<file path="config.mk">
export PLATFORM = sky130hd
export DESIGN_NAME = seg_display_driver_flat
export DESIGN_NICKNAME = d
export VERILOG_FILES = /design/src/rtl/seg_display_if.sv /design/src/rtl/seg_display_driver.sv /design/src/flat_wrapper.sv
export SDC_FILE = /design/constraint.sdc
export NUM_CORES = 1
export LEC_CHECK = 0
export ABC_AREA = 1
export CORE_MARGIN = 2
export CORE_UTILIZATION = 49
export DETAILED_ROUTE_END_ITERATION = 6
export PLACE_DENSITY = 0.68
export SETUP_SLACK_MARGIN = 0.1
export SYNTH_ARGS = -nofsm -noshare
export SYNTH_HDL_FRONTEND = slang
export SYNTH_SLANG_ARGS = --single-unit
</file>
<file path="constraint.sdc">
create_clock -name clk -period 3.25 [get_ports clk]
set_input_delay 0.4875 -clock clk [delete_from_list [all_inputs] [get_ports clk]]
set_output_delay 0.4875 -clock clk [all_outputs]
set_load 0.005 [all_outputs]
</file>
<file path="src/rtl/seg_display_if.sv">
// Sample-in / display-out bundle between the SPI capture logic and the display driver.
interface seg_display_if #(
    parameter int DATA_W = 10
) ();
    logic              load;
    logic [DATA_W-1:0] data;
    logic [1:0]        axis;
    logic              busy;
    logic [6:0]        seg;
    logic [3:0]        an;
    logic              dp0;
    logic              dp2;
    logic              dp4;

    modport master (output load, data, axis, input busy, seg, an, dp0, dp2, dp4);
    modport slave  (input load, data, axis, output busy, seg, an, dp0, dp2, dp4);
endinterface

</file>
<file path="src/rtl/seg_display_driver.sv">
// Signed sample -> BCD (sequential double-dabble) -> 4-digit multiplexed 7-seg with axis LEDs.
// Optional macro SEG_LEADING_ZERO_BLANK_EN blanks leading-zero hundreds/tens digits.
module seg_display_driver #(
    parameter int DATA_W      = 10,
    parameter int REFRESH_DIV = 100000
) (
    input  logic          clk,
    input  logic          rst,
    seg_display_if.slave  bus
);
    localparam int CW = $clog2(DATA_W);
    localparam int RW = $clog2(REFRESH_DIV);

    typedef enum logic [1:0] {S_IDLE, S_CONVERT, S_COMMIT} state_t;

    state_t            r_state;
    logic [CW-1:0]     r_bit;
    logic [DATA_W-1:0] r_mag;
    logic [11:0]       r_bcd;
    logic              r_sign;
    logic [1:0]        r_axis;
    logic              r_busy;
    logic              r_pend_vld;
    logic [DATA_W-1:0] r_pend_data;
    logic [1:0]        r_pend_axis;
    logic [11:0]       r_disp_bcd;
    logic              r_disp_sign;
    logic              r_dp0, r_dp2, r_dp4;
    logic [RW-1:0]     r_cnt;
    logic [1:0]        r_idx;
    logic [6:0]        r_seg;
    logic [3:0]        r_an;

    logic [11:0]        w_adj;
    logic [11+DATA_W:0] w_shift;
    logic               w_start;
    logic [DATA_W-1:0]  w_src_data;
    logic [1:0]         w_src_axis;
    logic [DATA_W-1:0]  w_src_mag;
    logic               w_blank_h;
    logic               w_blank_t;
    logic [6:0]         w_digit;

    function automatic logic [6:0] enc7(input logic [3:0] d);
        case (d)
            4'd0:    enc7 = 7'b1000000;
            4'd1:    enc7 = 7'b1111001;
            4'd2:    enc7 = 7'b0100100;
            4'd3:    enc7 = 7'b0110000;
            4'd4:    enc7 = 7'b0011001;
            4'd5:    enc7 = 7'b0010010;
            4'd6:    enc7 = 7'b0000010;
            4'd7:    enc7 = 7'b1111000;
            4'd8:    enc7 = 7'b0000000;
            4'd9:    enc7 = 7'b0010000;
            default: enc7 = 7'h7F;
        endcase
    endfunction

    always_comb begin
        w_adj = r_bcd;
        for (int i = 0; i < 3; i++)
            if (r_bcd[4*i +: 4] >= 4'd5) w_adj[4*i +: 4] = r_bcd[4*i +: 4] + 4'd3;
    end

    assign w_shift = {w_adj, r_mag} << 1;

    // A load arriving in COMMIT takes priority over the older pending sample (latest wins).
    always_comb begin
        w_start    = 1'b0;
        w_src_data = bus.data;
        w_src_axis = bus.axis;
        case (r_state)
            S_IDLE:   w_start = bus.load;
            S_COMMIT: begin
                w_start = bus.load | r_pend_vld;
                if (!bus.load) begin
                    w_src_data = r_pend_data;
                    w_src_axis = r_pend_axis;
                end
            end
            default:  w_start = 1'b0;
        endcase
        w_src_mag = w_src_data[DATA_W-1] ? (~w_src_data + DATA_W'(1)) : w_src_data;
    end

    always_ff @(posedge clk or posedge rst) begin
        if (rst) begin
            r_state     <= S_IDLE;
            r_bit       <= '0;
            r_mag       <= '0;
            r_bcd       <= '0;
            r_sign      <= 1'b0;
            r_axis      <= 2'd3;
            r_busy      <= 1'b0;
            r_pend_vld  <= 1'b0;
            r_pend_data <= '0;
            r_pend_axis <= 2'd3;
            r_disp_bcd  <= '0;
            r_disp_sign <= 1'b0;
            r_dp0       <= 1'b0;
            r_dp2       <= 1'b0;
            r_dp4       <= 1'b0;
        end else begin
            case (r_state)
                S_CONVERT: begin
                    r_bcd <= w_shift[11+DATA_W:DATA_W];
                    r_mag <= w_shift[DATA_W-1:0];
                    r_bit <= r_bit + CW'(1);
                    if (r_bit == CW'(DATA_W-1)) r_state <= S_COMMIT;
                    if (bus.load) begin
                        r_pend_vld  <= 1'b1;
                        r_pend_data <= bus.data;
                        r_pend_axis <= bus.axis;
                    end
                end
                S_COMMIT: begin
                    r_disp_bcd  <= r_bcd;
                    r_disp_sign <= r_sign;
                    r_dp0       <= (r_axis == 2'd0);
                    r_dp2       <= (r_axis == 2'd1);
                    r_dp4       <= (r_axis == 2'd2);
                    r_state     <= S_IDLE;
                    r_busy      <= 1'b0;
                end
                default: ;
            endcase
            if (w_start) begin
                r_sign     <= w_src_data[DATA_W-1];
                r_mag      <= w_src_mag;
                r_axis     <= w_src_axis;
                r_bcd      <= '0;
                r_bit      <= '0;
                r_pend_vld <= 1'b0;
                r_state    <= S_CONVERT;
                r_busy     <= 1'b1;
            end
        end
    end

`ifdef SEG_LEADING_ZERO_BLANK_EN
    assign w_blank_h = (r_disp_bcd[11:8] == 4'd0);
    assign w_blank_t = w_blank_h && (r_disp_bcd[7:4] == 4'd0);
`else
    assign w_blank_h = 1'b0;
    assign w_blank_t = 1'b0;
`endif

    always_comb begin
        w_digit = 7'h7F;
        case (r_idx)
            2'd0: w_digit = enc7(r_disp_bcd[3:0]);
            2'd1: w_digit = w_blank_t ? 7'h7F : enc7(r_disp_bcd[7:4]);
            2'd2: w_digit = w_blank_h ? 7'h7F : enc7(r_disp_bcd[11:8]);
            2'd3: w_digit = (r_disp_sign && (r_disp_bcd != 12'd0)) ? 7'b0111111 : 7'h7F;
            default: w_digit = 7'h7F;
        endcase
    end

    // an and seg load together on the wrap edge so a digit never shows another digit's segments.
    always_ff @(posedge clk or posedge rst) begin
        if (rst) begin
            r_cnt <= '0;
            r_idx <= 2'd0;
            r_seg <= 7'h7F;
            r_an  <= 4'hF;
        end else if (r_cnt == RW'(REFRESH_DIV-1)) begin
            r_cnt <= '0;
            r_idx <= r_idx + 2'd1;
            r_seg <= w_digit;
            r_an  <= ~(4'b0001 << r_idx);
        end else begin
            r_cnt <= r_cnt + RW'(1);
        end
    end

    assign bus.busy = r_busy;
    assign bus.seg  = r_seg;
    assign bus.an   = r_an;
    assign bus.dp0  = r_dp0;
    assign bus.dp2  = r_dp2;
    assign bus.dp4  = r_dp4;
endmodule
</file>
<file path="src/flat_wrapper.sv">
// flat-port wrapper written by rule: the top's interface ports become plain ports
module seg_display_driver_flat 
#(
    parameter int DATA_W      = 10,
    parameter int REFRESH_DIV = 100000
)
  (clk, rst, bus_load, bus_data, bus_axis, bus_busy, bus_seg, bus_an, bus_dp0, bus_dp2, bus_dp4);
  seg_display_if #(.DATA_W(DATA_W)) bus_i ();
  input  logic clk;
  input  logic rst;
  input wire logic [$bits(bus_i.load)-1:0] bus_load;
  input wire logic [$bits(bus_i.data)-1:0] bus_data;
  input wire logic [$bits(bus_i.axis)-1:0] bus_axis;
  output wire logic [$bits(bus_i.busy)-1:0] bus_busy;
  output wire logic [$bits(bus_i.seg)-1:0] bus_seg;
  output wire logic [$bits(bus_i.an)-1:0] bus_an;
  output wire logic [$bits(bus_i.dp0)-1:0] bus_dp0;
  output wire logic [$bits(bus_i.dp2)-1:0] bus_dp2;
  output wire logic [$bits(bus_i.dp4)-1:0] bus_dp4;
  assign bus_i.load = bus_load;
  assign bus_i.data = bus_data;
  assign bus_i.axis = bus_axis;
  assign bus_busy = bus_i.busy;
  assign bus_seg = bus_i.seg;
  assign bus_an = bus_i.an;
  assign bus_dp0 = bus_i.dp0;
  assign bus_dp2 = bus_i.dp2;
  assign bus_dp4 = bus_i.dp4;
  seg_display_driver #(.DATA_W(DATA_W), .REFRESH_DIV(REFRESH_DIV)) u_core (.clk(clk), .rst(rst), .bus(bus_i));
endmodule
</file>
Word-level counts from Yosys, hierarchy flattened
Memories as Yosys holds them, arrays and structs flattened.
Cells that the tools add are included.
{"block": "classes", "eq_ne": 10, "shifts": 1, "n_addsub": 7, "n_mux": 26, "n_reduce_logical": 11, "order_cmp": 3, "bitwise": 3}
{"operator": "two-way mux 10 bit", "count": 5}
{"operator": "one-hot mux 7 bit (4 select lines)", "count": 1}
{"operator": "two-way mux 12 bit", "count": 2}
{"operator": "adder 17 x 1 -> 17 bit (second input constant)", "count": 1}
{"operator": "equality test 17 bit (second input constant)", "count": 1}
{"operator": "two-way mux 17 bit", "count": 1}
{"operator": "two-way mux 4 bit", "count": 4}
{"operator": ">= comparator 4 x 3 -> 1 bit (second input constant)", "count": 3}
{"operator": "nonzero test 12 bit", "count": 1}
{"operator": "adder 10 x 1 -> 10 bit (second input constant)", "count": 1}
{"operator": "inverter 10 bit", "count": 1}
{"operator": "adder 4 x 2 -> 4 bit (second input constant)", "count": 2}
{"operator": "equality test 2 bit (second input constant)", "count": 4}
{"operator": "two-way mux 2 bit", "count": 4}
{"operator": "two-way mux 7 bit", "count": 1}
{"operator": "equality test 2 x 1 -> 1 bit (second input constant)", "count": 3}
{"operator": "logical NOT 2 bit", "count": 3}
{"operator": "nonzero test 2 bit", "count": 3}
{"operator": "two-way mux 1 bit", "count": 5}
{"operator": "adder 4 x 1 -> 4 bit (second input constant)", "count": 1}
{"operator": "equality test 4 bit (second input constant)", "count": 1}
{"operator": "inverter 4 bit", "count": 1}
{"operator": "one-hot mux 2 bit (2 select lines)", "count": 1}
{"operator": "AND reduction 2 bit", "count": 2}
{"operator": "other kinds (9)", "count": 9}
{"block": "word_totals", "romBits": 336, "ff_bits": 91, "mem_count": 3}
{"name": "(name not given)", "words": 16, "width": 7, "rd": 1, "rd_clocked_by_memory_dff": 0, "wr": 0, "line": "seg_display_driver.sv:45", "source": "case (d)"}
{"name": "(name not given)", "words": 16, "width": 7, "rd": 1, "rd_clocked_by_memory_dff": 0, "wr": 0, "line": "seg_display_driver.sv:45"}
{"name": "(name not given)", "words": 16, "width": 7, "rd": 1, "rd_clocked_by_memory_dff": 0, "wr": 0, "line": "seg_display_driver.sv:45"}

Depth between registers and ports, before layout
{"block": "depth", "word_depth": 6, "depth_mapped": 12, "ltp_nobuf": 12}

Worst setup path after synthesis
Ideal clock, no wire load.
{"block": "synth_path", "kind": "input port to flip-flop", "startpoint": "in bus_load", "endpoint": "reg u_core.r_mag[8]", "t_arrival_ns": 1.463, "slack_ns": 1.670, "setup_time_ns": 0.117, "path_stages": 10, "t_required_ns": 3.133, "cell_sequence": "clkinv_1 > nand2_1 > nand3_1 > nand2_1 > ha_1 > nand3_2 > nand2_2 > nand3_1 > nand3_1 > nand2_1"}
{"block": "synth_via", "elab_chain_len": 6}
{"item": "start: declaration", "line": "flat_wrapper.sv:11", "source": "input wire logic [$bits(bus_i.load)-1:0] bus_load;"}
{"item": "two-way mux 10 bit"}
{"item": "two-way mux 10 bit", "line": "seg_display_driver.sv:73", "source": "case (r_state)"}
{"item": "inverter 10 bit", "line": "seg_display_driver.sv:84", "source": "w_src_mag = w_src_data[DATA_W-1] ? (~w_src_data + DATA_W'(1)) : w_src_data;"}
{"item": "adder 10 x 1 -> 10 bit", "line": "seg_display_driver.sv:84"}
{"item": "two-way mux 10 bit", "line": "seg_display_driver.sv:84"}
{"item": "two-way mux 10 bit", "line": "seg_display_driver.sv:128", "source": "if (w_start) begin"}
{"item": "end signal: assignment", "line": "seg_display_driver.sv:108", "source": "r_mag <= w_shift[DATA_W-1:0];"}
{"item": "end signal: assignment", "line": "seg_display_driver.sv:130", "source": "r_mag <= w_src_mag;"}
{"item": "end: declaration", "line": "seg_display_driver.sv:18", "source": "logic [DATA_W-1:0] r_mag;"}
Several ways; a longest one is shown, not always the timed one.
A chain may end at the register's enable or synchronous reset.

Worst setup path after layout
{"block": "layout_path", "startpoint": "in bus_load", "endpoint": "reg u_core.r_mag[4]"}
Same word-level chain as after synthesis.

==> results by stage <==
Detailed routing:
- The number of nets with antenna violations after routing is 0.
- The routed design has 10500 um of wire.
- The total iterations of the first detailed-routing run is 4.
- The detailed-route DRC error count is 0.
- Dividing the detail-routed wire length by the instance count gives 12.2 um.
- In this run, the number of DRC markers left after iteration 0 of detailed routing was 190.
- The final route contains 4389 vias.
- After detailed routing, the number of vias per cell comes to 5.11.

STA:
- The minimum clock period after layout is 2280 ps.
- The count of pins over their slew limit is 0.
- For the final routed database, the setup TNS stands at 0 ps.
- Setup repair after global routing left no endpoint under its margin.
- The maximum clock rate is 438 MHz.
- Setup violations remaining at the end of the flow were counted as 0.
- The final hold slack is 469 ps.
- The number of hold violations in the final report was 0.
- The final critical path takes up 70.3% of the cycle.
- The relative slew slack is 58.1%.
- The transition time of the tightest slew-check pin is 629 ps.
- Between clock sinks in the finished design, the worst skew comes to 11.9 ps.

Clock network:
- The tree built by TritonCTS fans out to 91 sinks.
- CTS built an H-tree with a depth of 3.
- Hold repair after CTS inserted 0 buffers.
- Clock-pin slew was measured on the worst setup and hold paths at 80 ps.
- The number of buffers added for setup after CTS is 0.
- The clock reaches the later pin of the worst-skew pair after 350 ps.
- The post-cts sizing count is 0.
- Clock tree synthesis selected as its root buffer the cell clkbuf_8.
- The largest buffer count on any clock path is 2.
- TritonCTS built the clock tree.
- The clock buffer count from CTS is 9.

Synthesis:
- After synthesis, the cell types taking the most area are dfrtp_1, nand2_1, ha_1, dfstp_2, inv_1.
- The register area share after synthesis is 43.6%.
- Synthesis produced a netlist with a net count of 735.
- The async set-reset flop share out of synthesis is 100%.
- The cell type with the largest total area after synthesis is dfrtp_1.
- In the synthesized netlist, the number of instances is 688.
- The number of synthesized flops with an enable pin is 0.
- After synthesis, the largest area contributor takes up 36.1% of total cell area.
- The average cell area after synthesis is 7.66 um^2.
- The number of warnings issued by yosys is 0.
- In the synthesized netlist the dominant register cell turns out to be dfrtp_1.
- Counting distinct cell types in the post-synthesis netlist gives 34.
- The synthesized netlist occupies a cell area of 5270 um^2.
- Synthesis inferred 91 register bits.

Critical path:
- The worst register-to-register path has a depth of 7.
- On the critical path, the stage with the largest delay is an instance of clkdlybuf4s50_1.
- By startpoint and endpoint, the worst setup path is classified as input pin to flop.
- Traced cell by cell, the critical path runs through clkdlybuf4s50_1 -> clkinv_1 -> nand2_1 -> nand3_1 -> nand2_1 -> ha_1 -> nand3_2 -> nand2_2 -> nand2_1 -> nand3_1 -> o211ai_1.
- The highest fanout seen on the critical path is 11.
- The most numerous cell on the critical path is nand2_1.
- STA classifies the critical path startpoint as an input pin.
- The biggest cell delay along the critical path is 700 ps.
- The critical path contains buffers and inverters numbering 2 combined.
- The critical path crosses 11 cells after its start point.
- The cell family contributing the most delay on the critical path is buffers and inverters.
- The critical path required time is 3470 ps.
- STA classifies the critical path endpoint as a flop.
- The data arrival time of the critical path is 2500 ps.

Cells and area:
- The post-synthesis to final-layout area growth is 11.2%.
- The final layout contains 765 nets.
- The repair_antennas step left the layout with diodes totalling 0.
- The post-route netlist has 7.19% of its cells at a drive strength greater than 1.

GRT:
- The aggregate global-route resource usage is 19.9%.
- The number of global-route vias before repair is 4373.
- The number of antenna violations at the first check in global routing was 0.
- Entering global routing, the biggest net connects 39 pins.
- For this run the aggregate overflow at the end of global routing stands at 0.
- The first global-routing pass estimated 18800 um of wire.

Floorplan:
- The x dimension of the die is 108 um.
- The standard cell core area is 10400 um^2.
- During I/O placement, the number of pins put on the boundary was 30.
- For this configuration, the core starts out at a cell density of 50.8%.
- The floorplan has 37 rows.
- The die area is 11600 um^2.
- The overall die height is 108 um.

Power and ir drop:
- The peak ir drop on the vdd network is 0.454 mV.
- The static leakage is 2.86 nW.
- Dividing total power by cell area gives a power density of 733 nW/um^2.

Place:
- Input and output buffers added on the ports amount to 29.
- The weighted congestion at the end of routability-driven global placement is 0.880.
- After legalization and detailed placement, the total HPWL measured 7700 um.

Run status:
- The flow ran to the end, and the final reports show no timing, DRC or antenna violations.

Min path:
- The class of the most critical hold timing path is flop to flop.
- The depth of the worst hold-timing path is 2.

Flow run:
- The total of max-cap violations is 0.
## cell type report
class,count,area [um^2]
Multi-Input combinational cell,482,2510
Fill cell,980,4510
Clock buffer,14,163
Sequential cell,91,2300
Clock inverter,2,10.0
Tap cell,136,170
Timing Repair Buffer,35,335
Inverter,99,373
## sequential cells by signal, summed over array words and instances, names as in the netlist
register            count
u_core.r_pend_data     10
u_core.r_bit            4
u_core.r_sign           1
u_core.r_axis           2
u_core.r_pend_axis      2
u_core.r_disp_bcd      12
u_core.bus.dp2          1
u_core.r_mag           10
u_core.r_state          2
u_core.r_disp_sign      1
u_core.r_pend_vld       1
u_core.bus.dp0          1
u_core.r_idx            2
u_core.r_bcd           12
u_core.bus.seg          7
u_core.bus.busy         1
u_core.bus.an           4
u_core.r_cnt           17
u_core.bus.dp4          1
## per-stage QoR
stage / setup slack (ps) / cell area, um^2 / instances / utilization, % / total power [mW]
after floorplan: 424 / 5270 / 688 / - / 3.16
after global placement: 700 / 5690 / 843 / 54.8 / 3.55
after detailed placement: 631 / 5690 / 843 / 54.8 / 3.61
after CTS: 1010 / 5860 / 859 / 56.5 / 4.32
after global routing: 770 / 5860 / 859 / 56.5 / 4.71
final: 966 / 5860 / 859 / 56.5 / 4.29
## kinds of logic after synthesis
family,after synthesis,share of synthesized area [%]
simple gates,324,26.1
buf+inv,115,8.76
compound gates,114,11.9
flops,91,43.6
fa+ha+maj,32,7.60
xor+xnor,12,1.99
## final timing paths
| kind | startpoint | end | slack, ps |
|---|---|---|---|
| worst max-delay path | bus_load | u_core.r_mag[4] | 970 |
| worst min-delay path | u_core.bus.seg[5] | u_core.bus.seg[5] | 470 |
| worst max register to register | u_core.r_state[0] | u_core.r_pend_data[0] | 1190 |
| worst min register to register | u_core.bus.seg[5] | u_core.bus.seg[5] | 470 |
| max in group asynchronous | rst | u_core.r_cnt[1] | 1930 |
| min in group asynchronous | rst | u_core.r_bit[0] | 530 |
## worst reg2reg max path, stage by stage (launching register included)
cell and delay (ps):
dfrtp_1 400, inv_1 120, nor2_4 440, inv_2 330, nor2_1 280, inv_1 210
nand2_1 100, o21ai_1 60
## synth_stat cells (6+ instances only)
library cell  number
a21oi_1           12
nor2_1            46
o21ai_0           69
clkbuf_1           6
buf_2              6
o22ai_1            8
ha_1              32
nor3_1             9
o211ai_1           6
nand4_1            6
nand2_1          196
xor2_1            12
nor4_1             6
o21ai_1            7
dfrtp_1           76
inv_1             94
dfstp_2           15
nand3_1           47
## power breakdown
part | switching (mW) | total, mW | internal, mW
sequential | 0.264 | 1.78 | 1.51
clock | 0.378 | 0.697 | 0.319
combinational | 1.17 | 1.82 | 0.654
## layer usage
layer	up-vias	track usage, %	part of all wire (%)
met5	-	0	0
met4	0	7.42	1.5
met3	16	2.30	3.1
met2	82	34.3	47
li1	2270	-	-
met1	2021	25.8	48
## placed cells by master, fill, tap and decap left out, types with 15 or more instances in the layout
master / instances
nor2_1: 46
clkdlybuf4s50_1: 29
dfstp_2: 15
nand2_1: 196
o21ai_0: 69
ha_1: 32
nand3_1: 47
dfrtp_1: 76
inv_1: 93
No activity file was read; power rests on OpenSTA's default activity.
